===== src/rtl/mem_arb_pkg.sv =====
// Shared types and default parameters for the CPU/DMA memory arbiter.
package mem_arb_pkg;
   typedef enum logic [1:0] {
      OWN_IDLE = 2'd0,
      OWN_CPU  = 2'd1,
      OWN_DMA  = 2'd2
   } owner_t;

   localparam int MAX_BURST_DEF = 4;
   localparam int CNT_W_DEF     = 16;
endpackage


===== src/rtl/sat_counter.sv =====
// Saturating up-counter with synchronous reset; holds at all-ones.
// Counts one per enabled cycle; there is no backpressure.
module sat_counter #(
   parameter int W = 16
) (
   input  logic         clk,
   input  logic         reset,
   input  logic         en,
   output logic [W-1:0] cnt
);
   always_ff @(posedge clk) begin
      if (reset) begin
         cnt <= '0;
      end else if (en && (cnt != '1)) begin
         cnt <= cnt + {{(W-1){1'b0}}, 1'b1};
      end
   end
endmodule


===== src/rtl/mem_arbiter.sv =====
// Shares one single-port memory between CPU and DMA; a granted beat completes in its grant cycle.
// Masters hold req until granted; DMA bursts are cut after MAX_BURST beats while the CPU waits.
module mem_arbiter
   import mem_arb_pkg::*;
#(
   parameter int MAX_BURST = MAX_BURST_DEF,
   parameter int CNT_W     = CNT_W_DEF
) (
   input  logic             clk,
   input  logic             reset,
   input  logic             cpu_req,
   input  logic             cpu_we,
   input  logic [31:0]      cpu_adr,
   input  logic [31:0]      cpu_wdata,
   output logic             cpu_gnt,
   output logic [31:0]      cpu_rdata,
   input  logic             dma_req,
   input  logic             dma_we,
   input  logic [31:0]      dma_adr,
   input  logic [31:0]      dma_wdata,
   output logic             dma_gnt,
   output logic [31:0]      dma_rdata,
   output logic [31:0]      mem_adr,
   output logic [31:0]      mem_wdata,
   output logic             mem_we,
   input  logic [31:0]      mem_rdata,
   output logic [CNT_W-1:0] cpu_wait_cnt
);
   localparam logic [7:0] BCNT_MAX = 8'(MAX_BURST - 1);

   owner_t     state;
   owner_t     state_nxt;
   logic       last;
   logic [7:0] bcnt;
   logic [7:0] bcnt_nxt;
   logic       keep_dma;

   always_ff @(posedge clk) begin
      if (reset) begin
         state <= OWN_IDLE;
         last  <= 1'b1;
         bcnt  <= '0;
      end else begin
         state <= state_nxt;
         bcnt  <= bcnt_nxt;
         if (cpu_gnt) begin
            last <= 1'b0;
         end else if (dma_gnt) begin
            last <= 1'b1;
         end
      end
   end

   // bcnt only survives while DMA is retained; every other path restarts the burst at 0.
   always_comb begin
      state_nxt = state;
      bcnt_nxt  = '0;
      keep_dma  = dma_req && (!cpu_req || (bcnt < BCNT_MAX));
      case (state)
         OWN_IDLE: begin
            if (cpu_req && dma_req) state_nxt = last ? OWN_CPU : OWN_DMA;
            else if (cpu_req)       state_nxt = OWN_CPU;
            else if (dma_req)       state_nxt = OWN_DMA;
            else                    state_nxt = OWN_IDLE;
         end
         OWN_CPU: begin
            if (dma_req)      state_nxt = OWN_DMA;
            else if (cpu_req) state_nxt = OWN_CPU;
            else              state_nxt = OWN_IDLE;
         end
         OWN_DMA: begin
            if (keep_dma) begin
               state_nxt = OWN_DMA;
               bcnt_nxt  = (bcnt < BCNT_MAX) ? bcnt + 8'd1 : bcnt;
            end else if (cpu_req) begin
               state_nxt = OWN_CPU;
            end else if (dma_req) begin
               state_nxt = OWN_DMA;
            end else begin
               state_nxt = OWN_IDLE;
            end
         end
         default: state_nxt = OWN_IDLE;
      endcase
   end

   always_comb begin
      cpu_gnt   = (state == OWN_CPU) && cpu_req;
      dma_gnt   = (state == OWN_DMA) && dma_req;
      mem_adr   = '0;
      mem_wdata = '0;
      mem_we    = 1'b0;
      if (cpu_gnt) begin
         mem_adr   = cpu_adr;
         mem_wdata = cpu_wdata;
         mem_we    = cpu_we && !reset;
      end else if (dma_gnt) begin
         mem_adr   = dma_adr;
         mem_wdata = dma_wdata;
         mem_we    = dma_we && !reset;
      end
   end

   assign cpu_rdata = mem_rdata;
   assign dma_rdata = mem_rdata;

   sat_counter #(.W(CNT_W)) u_wait_cnt (
      .clk   (clk),
      .reset (reset),
      .en    (cpu_req && !cpu_gnt),
      .cnt   (cpu_wait_cnt)
   );
endmodule

===== config.mk =====
export PLATFORM = sky130hd
export DESIGN_NAME = mem_arbiter
export DESIGN_NICKNAME = d
export VERILOG_FILES = /design/src/rtl/mem_arb_pkg.sv /design/src/rtl/sat_counter.sv /design/src/rtl/mem_arbiter.sv
export SDC_FILE = /design/constraint.sdc
export NUM_CORES = 1
export LEC_CHECK = 0
export ABC_CLOCK_PERIOD_IN_PS = 5300
export BUFFER_PORTS_ARGS = -buffer_cell sky130_fd_sc_hd__buf_2
export CORE_AREA = 2 2 122 124
export DETAILED_ROUTE_END_ITERATION = 7
export DIE_AREA = 0 0 124 126
export SLEW_MARGIN = 10
export SYNTH_ARGS = -nofsm -noshare
export SYNTH_HDL_FRONTEND = slang
export SYNTH_SLANG_ARGS = --single-unit

===== constraint.sdc =====
create_clock -name clk -period 5.3 [get_ports clk]
set_input_delay 1.06 -clock clk [delete_from_list [all_inputs] [get_ports clk]]
set_output_delay 1.06 -clock clk [all_outputs]
set_load 0.05 [all_outputs]

* Word level (Yosys, flattened, before mapping)
Cells that the tools add are included.
** Operators by class
- Add/sub/neg operators :: 2
- $mul :: 0
- Divide/modulo/power cells :: 0
- Order comparisons :: 1
- Eq/ne operators :: 3
- Shift operators :: 0
- Multiplexer cells :: 16
- Bitwise gates (word level) :: 2
- Reductions and logical operators :: 15
** Operators with widths (count)
- $mux W32 :: 4
- $add A16 B1 Y16 const B :: 1
- $ne A16 B16 Y1 const B :: 1
- $mux W2 :: 6
- $add A8 B1 Y8 const B :: 1
- $logic_and A1 B1 Y1 :: 8
- $lt A8 B2 Y1 const B :: 1
- $pmux W2 S3 :: 1
- $mux W1 :: 5
- $logic_not A1 Y1 :: 3
- $reduce_or A3 Y1 :: 1
- $eq A2 B1 Y1 const B :: 1
- $eq A2 B2 Y1 const B :: 1
- $logic_not A2 Y1 :: 1
- $not A1 Y1 :: 2
- $reduce_bool A2 Y1 :: 1
- $logic_or A1 B1 Y1 :: 1
** Storage, ports and cells
- Bits in registers :: 27
- Latch bits :: 0
- RAM bits :: 0
- ROM bits :: 0
- Bits of input ports :: 166
- Output and inout bits :: 147
- Word-level logic and storage cells :: 43
- Memories kept :: 0

* Logic depth before layout (Yosys ltp)
Gate-level depths: netlist (run 1).
- Depth after elaboration :: 5
- Mapped depth :: 6
- Gate-level depth less buffers :: 5

* Hierarchy
A second synthesis (run 1) with hierarchy kept.
** Second synthesis, totals
- Cell total of the unflattened synthesis :: 293
- Area total of the unflattened synthesis :: 2474.9 um2
** By module, submodules not included
- mem_arbiter :: instances 1, cells each 194, area an instance 1626.6 um2, sequential area each 220.2 um2
- sat_counter :: instances 1, cells each 99, area an instance 848.3 um2, sequential area each 320.3 um2

* Worst setup path after synthesis (run 1)
Ideal clock, no wire load.
- Path kind :: input port to output port
- Start point :: input port dma_req
- End point :: output port mem_adr[23]
- Data arrival time :: 2.542 ns
- Required time :: 4.240 ns
- Path slack :: 1.698 ns
- Cell stages on the path :: 4
- Cell sequence :: and3b_1 clkbuf_1 buf_1 a22o_1
** Between the ends
- Word-level cells in the longest chain between the ends :: 3
** RTL lines
- start: declaration :: RTL line mem_arbiter.sv:17 : input logic dma_req,
- $logic_and A1 B1 Y1 :: RTL line mem_arbiter.sv:89 : dma_gnt = (state == OWN_DMA) && dma_req;
- named net dma_gnt :: RTL line mem_arbiter.sv:21 : output logic dma_gnt,
- $mux W32 :: RTL line mem_arbiter.sv:97 : end else if (dma_gnt) begin
- $mux W32 :: RTL line mem_arbiter.sv:93 : if (cpu_gnt) begin
- end: declaration :: RTL line mem_arbiter.sv:23 : output logic [31:0] mem_adr,
The timed path passes the listed nets, and every way through them passes these cells.

* Final worst setup path (run 1)
- Start point :: input port cpu_req
- End point :: output port mem_wdata[1]
** Between the ends
- Word-level cells in the longest chain between the ends :: 2
** RTL lines
- start: declaration :: RTL line mem_arbiter.sv:11 : input logic cpu_req,
- $logic_and A1 B1 Y1 :: RTL line mem_arbiter.sv:88 : cpu_gnt = (state == OWN_CPU) && cpu_req;
- $mux W32 :: RTL line mem_arbiter.sv:93
- end: declaration :: RTL line mem_arbiter.sv:24 : output logic [31:0] mem_wdata,
Every way passes these cells.

==> results.cfg, run 1 <==
[cts]
cts_tree = done
holdBufCountCts = 0
clk-insertion-delay-late_ps = 270
clock_tree.htree_level_count = 1
clock_input_transition_at_the_sequential_cells_of_the_worst_setup_and_hold_paths_ps = 70
cts_root_buffer = clkbuf_16
clock_sinks = 27
cts-buffers-inserted = 3
post_cts_resize_count = 0
cts.repair_timing.setup_buffer_count = 0
cts_max_path_buffers = 2

[logic_synthesis]
synth.cell_area_sq_um = 2430
synth.net_count = 457
netlist_instances = 289
synth_fa_ha_area_share_pct = 1.03
synth-compound-area-share_pct = 31.2
portion_of_the_post_synthesis_area_used_by_sequential_elements_pct = 22.3
yosys.cell_types.count = 44
synthXorXnorAreaFrac_pct = 0.361
synth-edff-count = 0
synth-seq-cells = 27
syn_area_per_cell_sq_um = 8.40
post_synth_mux_area_share_pct = 4.07
synth-async-reset-ratio_pct = 0
synth_top_family_by_area = compound AO/OA/AOI/OAI gates
synthFlopType = dfxtp_1
yosysWarnings = 0
synth-simple-area-share_pct = 16.8

[route]
totalWireLength_mm = 11.0
drtAntennaViolNets = 0
drt_drc_violations_left = 0
route.vias.total = 2686
drt-initial-drc-count = 85
wl_per_cell_um = 17.9
viasPerCell = 4.39
drt_first_pass_iters = 4

[timing]
finalSetupViolations = 0
fin_ws_ps = 1140
rsz_0062_raised_after_global_routing = no
timing.final.max_slew_violations = 0
min_period_ps = 4160
achievable_frequency_mhz = 241
worst_slew_pin_slew_ps = 874
hold_violations = 0
clock-skew-final_ps = 4.32
fin_crit_sh_pct = 78.4
slew_headroom_pct = 41.8
totalNegativeSetupSlack_ps = 0

[critical_path]
ff2ff_setup_slack_ps = 3210
cp_data_arrival_time_ps = 3100
setup.worst_path.class = primary input to output pin
startpoint = cpu_req
worstPathRequired_ps = 4240
timing.critical_path.cells = buf_2, inv_1, nor2_4, buf_4, a22o_1, buf_2
worstReg2RegStart = state[0]
setup.worst_path.end_class = output pin
critical_path.slowest_cell = buf_4
critical_path_buf_inv_count = 4
critical_path.most_common_cell = buf_2
slowest_delay_ps = 530
critical_path.reg2reg.endpoint = last
r2r_cells = 4
path_delay_family = buffers and inverters
cp_max_fo = 46
setup.worst_path.start_class = primary input

[min_path]
hold_end = bcnt[4]
worstHoldPathCells = 1
min_path_type = flop to flop
worstHoldStart = bcnt[4]

[placed_design]
dp_worst_setup_slack_ps = 1150
postPlaceCellArea_sq_um = 3180
routabilityCongestion = 0.804
io_buffers = 216
detailedPlacementHpwl_mm = 9.06

[layout]
syn2layout_area_growth_pct = 34.5
final_cell_area_sq_um = 3270
design.final.nets = 596
fill_cells = 1616
final_layout_size_suffix_gt1_share_pct = 54.8

[die]
die_width_um = 124
initial_core_util_pct = 17.0
io_pins = 313
rows = 44
fp.dieH_um = 126
core-area_sq_um = 14300
fp.dieArea_sq_um = 15600

[global_routing]
antenna_found_initial = 2
gr-total-overflow = 0
grt_first_pass_wirelength_mm = 14.6
via_count_of_the_first_global_routing_pass = 2307
groute.usage.overall_pct = 12.5
grt_max_degree = 69

[power]
power_density_nw_per_um2 = 187
leakage_nw = 1.70
worst_ir_drop_on_vdd_mv = 0.146

[flow_run]
maxCapViolations = 0

[status]
run_status = completed
==> state kept, by name (all words and copies together) (netlist names) <==
signal          flops
last                1
state               2
u_wait_cnt.cnt     16
bcnt                8
==> cells in the final DEF, fill, tap and decap left out, types with 2 or more instances in the layout <==
| master | n |
|---|---|
| o41ai_1 | 4 |
| mux2_2 | 5 |
| nor3_1 | 3 |
| nand3_1 | 6 |
| dfxtp_1 | 27 |
| a21oi_1 | 4 |
| o21ai_0 | 3 |
| and2_1 | 8 |
| nand4_1 | 3 |
| mux2_1 | 2 |
| nor2_1 | 13 |
| and3_1 | 2 |
| o311ai_0 | 3 |
| nor2b_1 | 7 |
| clkbuf_16 | 3 |
| or4_1 | 2 |
| buf_2 | 216 |
| a31oi_1 | 4 |
| mux2i_1 | 2 |
| a22o_1 | 64 |
| inv_1 | 5 |
| a22oi_1 | 2 |
| nor4_1 | 6 |
| ha_1 | 2 |
| and4_1 | 2 |
| nand2_1 | 11 |
| o21a_1 | 2 |
==> through the flow <==
stage / cells / total power [mW] / util, % / hold WS (ps)
final: 612 / 0.610 / 22.8 / 461
after global routing: 611 / 0.633 / 22.8 / 482
after CTS: 611 / 0.615 / 22.8 / 467
after detailed placement: 607 / 0.440 / 22.2 / 449
after global placement: 607 / 0.441 / 22.2 / 446
after floorplan: 289 / 0.482 / - / 430
==> how the worst max path moves through the flow <==
stage / endpoint / slack, ps / depth (start not counted)
3_5_place_dp: mem_adr[31] / 1150 / 6
6_report: mem_wdata[1] / 1140 / 6
3_3_place_gp: mem_adr[31] / 1210 / 6
4_1_cts: mem_adr[31] / 1140 / 6
2_1_floorplan: mem_adr[23] / 1700 / 4
5_1_grt: mem_wdata[2] / 1040 / 6
==> cell type report <==
type,instances,area [sq um],share of cell area (%)
repair buffers,217,1090,33.3
clock buffers,4,78.8,2.41
diodes,1,2.50,0.0766
flip-flops and latches,27,541,16.6
multi-input cells,174,1310,40.0
inverters,5,18.8,0.575
well taps,184,230,7.05
==> cell families (layout without fill, tap and decap cells) <==
group	after synthesis	in the layout
adder cells (fa/ha/maj)	2	2
flip-flops	27	27
XOR/XNOR	1	1
AND/OR/NAND/NOR	71	71
AO/OA/AOI/OAI	91	91
buffers and inverters	88	226
other	0	1
multiplexers	9	9
==> report_power, final <==
group | switching, mW | leakage [nW] | internal, mW
sequential | 0.00359 | 0.218 | 0.206
combinational | 0.151 | 1.44 | 0.0751
clock | 0.0720 | 0.0382 | 0.103
total | 0.226 | 1.70 | 0.384
==> cells in the mapped netlist (2+ instances only) <==
master | number | area share [%]
nor2b_1 | 7 | 1.8
mux2_1 | 2 | 0.93
dfxtp_1 | 27 | 22
nor3_1 | 3 | 0.62
mux2i_1 | 2 | 0.82
mux2_2 | 5 | 2.3
o21ai_0 | 3 | 0.62
nand2_1 | 11 | 1.7
ha_1 | 2 | 1.0
buf_4 | 64 | 20
o41ai_1 | 4 | 1.4
a31oi_1 | 4 | 1.0
nor4_1 | 6 | 1.5
and3_1 | 2 | 0.52
buf_2 | 8 | 1.6
o311ai_0 | 3 | 1.1
a22oi_1 | 2 | 0.62
inv_1 | 5 | 0.77
clkbuf_1 | 4 | 0.62
and4_1 | 2 | 0.72
or4_1 | 2 | 0.62
and2_1 | 8 | 2.1
o21a_1 | 2 | 0.62
buf_1 | 5 | 0.77
a21oi_1 | 4 | 0.82
nand4_1 | 3 | 0.77
nor2_2 | 2 | 0.52
nor2_1 | 13 | 2.0
nand3_1 | 6 | 1.2
a22o_1 | 64 | 23
==> worst reg2reg max path, cell delays in order (launching register included) <==
cell	delay, ps
dfxtp_1	390
or2b_2	410
nor2_4	470
buf_4	530
o21ai_0	170
==> metal layers <==
layer	part of all wire [%]	vias to the layer above	GRT usage, %
li1	-	1295	-
met1	47	1225	18.6
met2	43	161	18.4
met3	9.3	5	2.85
met4	0.59	0	2.18
met5	0	-	0
(Power assumes the default switching activity.)
==> inputs of run 2 (changes only) <==
Settings changed: ABC_AREA from default to 1, ABC_CLOCK_PERIOD_IN_PS 5300 to 3700, CORE_AREA 2 2 122 124 to 2 2 123 125, DIE_AREA 0 0 124 126 to 0 0 125 127.
Clock period 5.3 ns to 3.7 ns, I/O delays scaled along.
==> results.cfg, run 2 <==
[status]
run_status = completed

[layout]
max_ffs_per_register = 16
design.final.nets = 662
final_layout_size_suffix_gt1_share_pct = 46.9
syn2layout_area_growth_pct = 33.8
biggestRegsByFlops = u_wait_cnt.cnt x16, bcnt x8, state x2
finished_layout_cells = 677
layout_commonest_cell = buf_2
insertedDiodeCount = 0
final_core_util_pct = 23.3
layout_common_cells = buf_2, nand2_1, a22o_1
max_flop_register = u_wait_cnt.cnt
final_cell_area_sq_um = 3360

[critical_path]
setup.worst_path.start_class = flop
r2r_cells = 7
setup.worst_path.class = flop to output pin
critical_path.reg2reg.endpoint = u_wait_cnt.cnt[14]
setup.worst_path.end_class = output pin
slowest_delay_ps = 510
timing.critical_path.cells = inv_2, nor2_1, nand2_1, inv_2, buf_4, a22o_1, buf_2
cp_data_arrival_time_ps = 2260
critical_path.slowest_cell = inv_2
critical_path.most_common_cell = inv_2
cp_max_fo = 41
ff2ff_setup_slack_ps = 1900
worstPathRequired_ps = 2960
worstReg2RegStart = u_wait_cnt.cnt[0]

[global_routing]
antenna_found_initial = 0
via_count_of_the_first_global_routing_pass = 2397
groute.usage.overall_pct = 12.3
grt_first_pass_wirelength_mm = 15.0
gr-total-overflow = 0
grt_max_degree = 50

[logic_synthesis]
synth.cell_area_sq_um = 2510
yosys.cell_types.count = 25
synth-edff-count = 0
yosysMostFrequentCell = buf_4
yosys-top-cells-area = a22o_1, dfxtp_1, buf_4
top_cells_by_count_synth = buf_4, nand2_1, a22o_1, nor2_1, dfxtp_1
yosys.area.top_type_share_pct = 22.3
portion_of_the_post_synthesis_area_used_by_sequential_elements_pct = 21.5
syn_area_per_cell_sq_um = 7.15
synth.net_count = 519
synth-async-reset-ratio_pct = 0
netlist_instances = 351
synth_largest_area_cell = a22o_1
synthFlopType = dfxtp_1
yosysWarnings = 0
synth-seq-cells = 27

[timing]
timing.final.max_slew_violations = 0
worst_slew_pin_slew_ps = 674
fin_hold_ws_ps = 428
achievable_frequency_mhz = 334
finalSetupViolations = 0
slew_headroom_pct = 55.0
hold_violations = 0
totalNegativeSetupSlack_ps = 0
rsz_0062_raised_after_global_routing = no
clock-skew-final_ps = 4.04
fin_crit_sh_pct = 81.0
min_period_ps = 3000

[placed_design]
routabilityCongestion = 0.819
detailedPlacementHpwl_mm = 9.42
io_buffers = 216
postPlaceCellArea_sq_um = 3270
placedCellCount = 673

[power]
leakage_nw = 1.76
worst_ir_drop_on_vdd_mv = 0.165
power_density_nw_per_um2 = 273

[cts]
cts_root_buffer = clkbuf_16
post_cts_resize_count = 0
clk-insertion-delay-late_ps = 270
cts_max_path_buffers = 2
cts-buffers-inserted = 3
cts_tree = done
clock_input_transition_at_the_sequential_cells_of_the_worst_setup_and_hold_paths_ps = 70
clock_sinks = 27
cts.repair_timing.setup_buffer_count = 0
clock_tree.htree_level_count = 1
holdBufCountCts = 0

[min_path]
hold_end = bcnt[5]
worstHoldStart = bcnt[5]
worstHoldPathCells = 2
min_path_type = flop to flop

[die]
fp.dieH_um = 127
fp.dieArea_sq_um = 15900
initial_core_util_pct = 17.4
core-area_sq_um = 14400
rows = 44
io_pins = 313
die_width_um = 125

[flow_run]
maxCapViolations = 0

[route]
drtAntennaViolNets = 0
drt-initial-drc-count = 120
drt_first_pass_iters = 4
totalWireLength_mm = 10.9
viasPerCell = 4.10
drt_drc_violations_left = 0
wl_per_cell_um = 16.1
route.vias.total = 2778
[run 2: cell types whose count changed in the layout (fill, tap and decap cells not counted), moves of 5 or more]
cell | before | now
inv_1 | 5 | 20
nor2_1 | 13 | 32
nor4_1 | 6 | 0
and2_1 | 8 | 0
a21oi_1 | 4 | 15
nand3_1 | 6 | 15
mux2_2 | 5 | 0
nor2b_1 | 7 | 0
nand2_1 | 11 | 65
[run 2: worst max-delay path by stage]
stage / start / end / slack (ps)
6_report: state[1] / mem_adr[25] / 700
3_3_place_gp: dma_req / mem_wdata[11] / 760
2_1_floorplan: reset / mem_we / 960
5_1_grt: state[1] / mem_adr[14] / 490
3_5_place_dp: dma_req / mem_adr[25] / 750
4_1_cts: state[1] / mem_adr[25] / 720
[run 2: final cells by class]
type	count	area (sq um)
Tap cell	184	230
Clock inverter	1	7.51
Inverter	23	86.3
Sequential cell	27	541
Multi-Input combinational cell	220	1300
Timing Repair Buffer	219	1120
Fill cell	1680	11100
Clock buffer	3	75.1
[run 2: per-layer routing]
metal | routed length (um) | global-route usage [%]
met1 | 4310 | 15.2
met2 | 5480 | 20.8
met3 | 1030 | 5.11
met4 | 101 | 1.37
met5 | 0 | 0
[run 2: kinds of logic (layout without fill, tap and decap cells)]
kind of cell / after synthesis / in the layout / synth area share (%)
and+or+nand+nor: 124 / 124 / 20.6
buffers and inverters: 104 / 246 / 26.9
AOI/OAI and AO/OA: 87 / 87 / 27.4
DFF: 27 / 27 / 21.5
xor gates and xnor gates: 7 / 7 / 2.44
adders and majority gates: 2 / 2 / 0.997
[run 2: where the power goes]
part / total (mW) / internal (mW) / switching [mW]
clock network: 0.259 / 0.147 / 0.112
logic: 0.356 / 0.113 / 0.243
registers: 0.301 / 0.296 / 0.00555
[run 2: critical path, delay by kind of cell, from the launching register on]
kind / cells / cell delay (ps)
DFF: 1 / 340
buffers and inverters: 4 / 1150
AOI/OAI and AO/OA: 1 / 150
and+or+nand+nor: 2 / 330
[run 2: per-stage QoR]
step	total power, mW	setup WS, ps
final	0.916	702
after global routing	0.956	492
after CTS	0.929	725
after detailed placement	0.667	755
after global placement	0.666	763
after floorplan	0.721	965
==> inputs of run 3 (changes only) <==
Settings changed: ABC_CLOCK_PERIOD_IN_PS 3700 to 3100, CORE_AREA 2 2 123 125 to 2 2 121 123, DIE_AREA 0 0 125 127 to 0 0 123 125.
Clock period 3.7 ns to 3.1 ns, I/O delays scaled along.
==> results.cfg, run 3 (synthesis results as in run 2) <==
[critical_path]
worstReg2RegStart = u_wait_cnt.cnt[0]
slowest_delay_ps = 350
setup.worst_path.end_class = output pin
setup.worst_path.start_class = flop
r2r_cells = 7
critical_path_buf_inv_count = 4
critical_path.slowest_cell = dfxtp_1
worstPathRequired_ps = 2480
critical_path.reg2reg.endpoint = u_wait_cnt.cnt[3]
ff2ff_setup_slack_ps = 1270
critical_path.most_common_cell = inv_2
path_delay_family = buffers and inverters
timing.critical_path.cells = inv_2, nor2_1, nand2_1, inv_2, buf_12, a22o_1, buf_2
cp_max_fo = 65
cp_data_arrival_time_ps = 2010
setup.worst_path.class = flop to output pin

[layout]
final_layout_size_suffix_gt1_share_pct = 47.2
biggestRegsByFlops = u_wait_cnt.cnt x16, bcnt x8, state x2
design.final.nets = 665
syn2layout_area_growth_pct = 34.6
layout_common_cells = buf_2, nand2_1, a22o_1
max_ffs_per_register = 16
max_flop_register = u_wait_cnt.cnt
final_cell_area_sq_um = 3380
layout_commonest_cell = buf_2
insertedDiodeCount = 0

[flow_run]
maxCapViolations = 0

[power]
leakage_nw = 1.78
worst_ir_drop_on_vdd_mv = 0.201
power_density_nw_per_um2 = 325

[route]
drtAntennaViolNets = 0
drt_drc_violations_left = 0
totalWireLength_mm = 11.1
wl_per_cell_um = 16.4
route.vias.total = 2884
drt_first_pass_iters = 4
viasPerCell = 4.24
drt-initial-drc-count = 136

[cts]
cts_max_path_buffers = 2
cts_tree = done
holdBufCountCts = 0
clock_input_transition_at_the_sequential_cells_of_the_worst_setup_and_hold_paths_ps = 70
cts_root_buffer = clkbuf_16
clock_sinks = 27
clock_tree.htree_level_count = 1
cts-buffers-inserted = 3
cts.repair_timing.setup_buffer_count = 0
post_cts_resize_count = 0
clk-insertion-delay-late_ps = 260

[timing]
min_period_ps = 2630
achievable_frequency_mhz = 380
timing.final.max_slew_violations = 0
hold_violations = 0
worst_slew_pin_slew_ps = 560
fin_crit_sh_pct = 84.9
totalNegativeSetupSlack_ps = 0
slew_headroom_pct = 62.7
clock-skew-final_ps = 4.59
rsz_0062_raised_after_global_routing = no
finalSetupViolations = 0

[global_routing]
antenna_found_initial = 0
via_count_of_the_first_global_routing_pass = 2633
gr-total-overflow = 0
grt_max_degree = 66
groute.usage.overall_pct = 13.4
grt_first_pass_wirelength_mm = 15.6

[placed_design]
postPlaceCellArea_sq_um = 3300
io_buffers = 216
routabilityCongestion = 0.808
detailedPlacementHpwl_mm = 9.63

[die]
fp.dieArea_sq_um = 15400
fp.dieH_um = 125
core-area_sq_um = 14200
io_pins = 313
rows = 44
die_width_um = 123
initial_core_util_pct = 17.7

[min_path]
hold_end = bcnt[5]
worstHoldPathCells = 2
min_path_type = flop to flop
worstHoldStart = bcnt[5]

[status]
run_status = completed
-- run 3: cell types whose count changed in the layout (fill, tap and decap cells not counted), sizes merged --
cell / before / now
clkinvlp: 1 / 0
buf: 219 / 222
clkinv: 1 / 2
-- run 3: layer usage --
metal / wire length (um) / global-route usage (%) / vias up
li1: - / - / 1432
met1: 4240 / 16.3 / 1282
met2: 5420 / 21.9 / 151
met3: 1190 / 4.93 / 19
met4: 296 / 4.34 / 0
met5: 0 / 0 / -
-- run 3: stage by stage --
step / hold WS (ps) / utilization [%] / total power [mW] / std cells / setup WS [ps]
after global routing: 452 / 23.8 / 1.14 / 680 / 400
after CTS: 431 / 23.8 / 1.11 / 680 / 483
after detailed placement: 421 / 23.2 / 0.806 / 676 / 580
after floorplan: 408 / - / 0.860 / 351 / 605
after global placement: 417 / 23.2 / 0.807 / 676 / 579
final: 430 / 23.8 / 1.10 / 680 / 468
-- run 3: worst reg2reg max path: stages (launching register included) --
cell and delay, ps:
dfxtp_1 440, ha_1 290, inv_1 60, nor2_1 100, nand2_1 110, o21ai_2 490, nand2_1 100, a21oi_1 180
-- run 3: worst max-delay path by stage --
stage	to	from	slack [ps]	cells past startpoint
finish	mem_wdata[24]	state[1]	470	7
global route	mem_wdata[2]	state[1]	400	7
CTS	mem_wdata[24]	state[1]	480	7
detailed placement	mem_wdata[24]	cpu_req	580	6
global placement	mem_wdata[23]	cpu_req	580	6
floorplan	mem_we	reset	600	3
-- run 3: cell type report --
class	instances	area [sq um]
Timing Repair Buffer	222	1140
Inverter	23	86.3
Fill cell	1648	10800
Clock inverter	1	5.00
Multi-Input combinational cell	220	1300
Clock buffer	3	75.1
Tap cell	184	230
Sequential cell	27	541
-- run 3: report_power, final --
part,internal [mW],switching (mW),leakage [nW]
sequential,0.353,0.00663,0.219
clock,0.174,0.127,0.0409
combinational,0.138,0.297,1.52
total,0.665,0.431,1.78
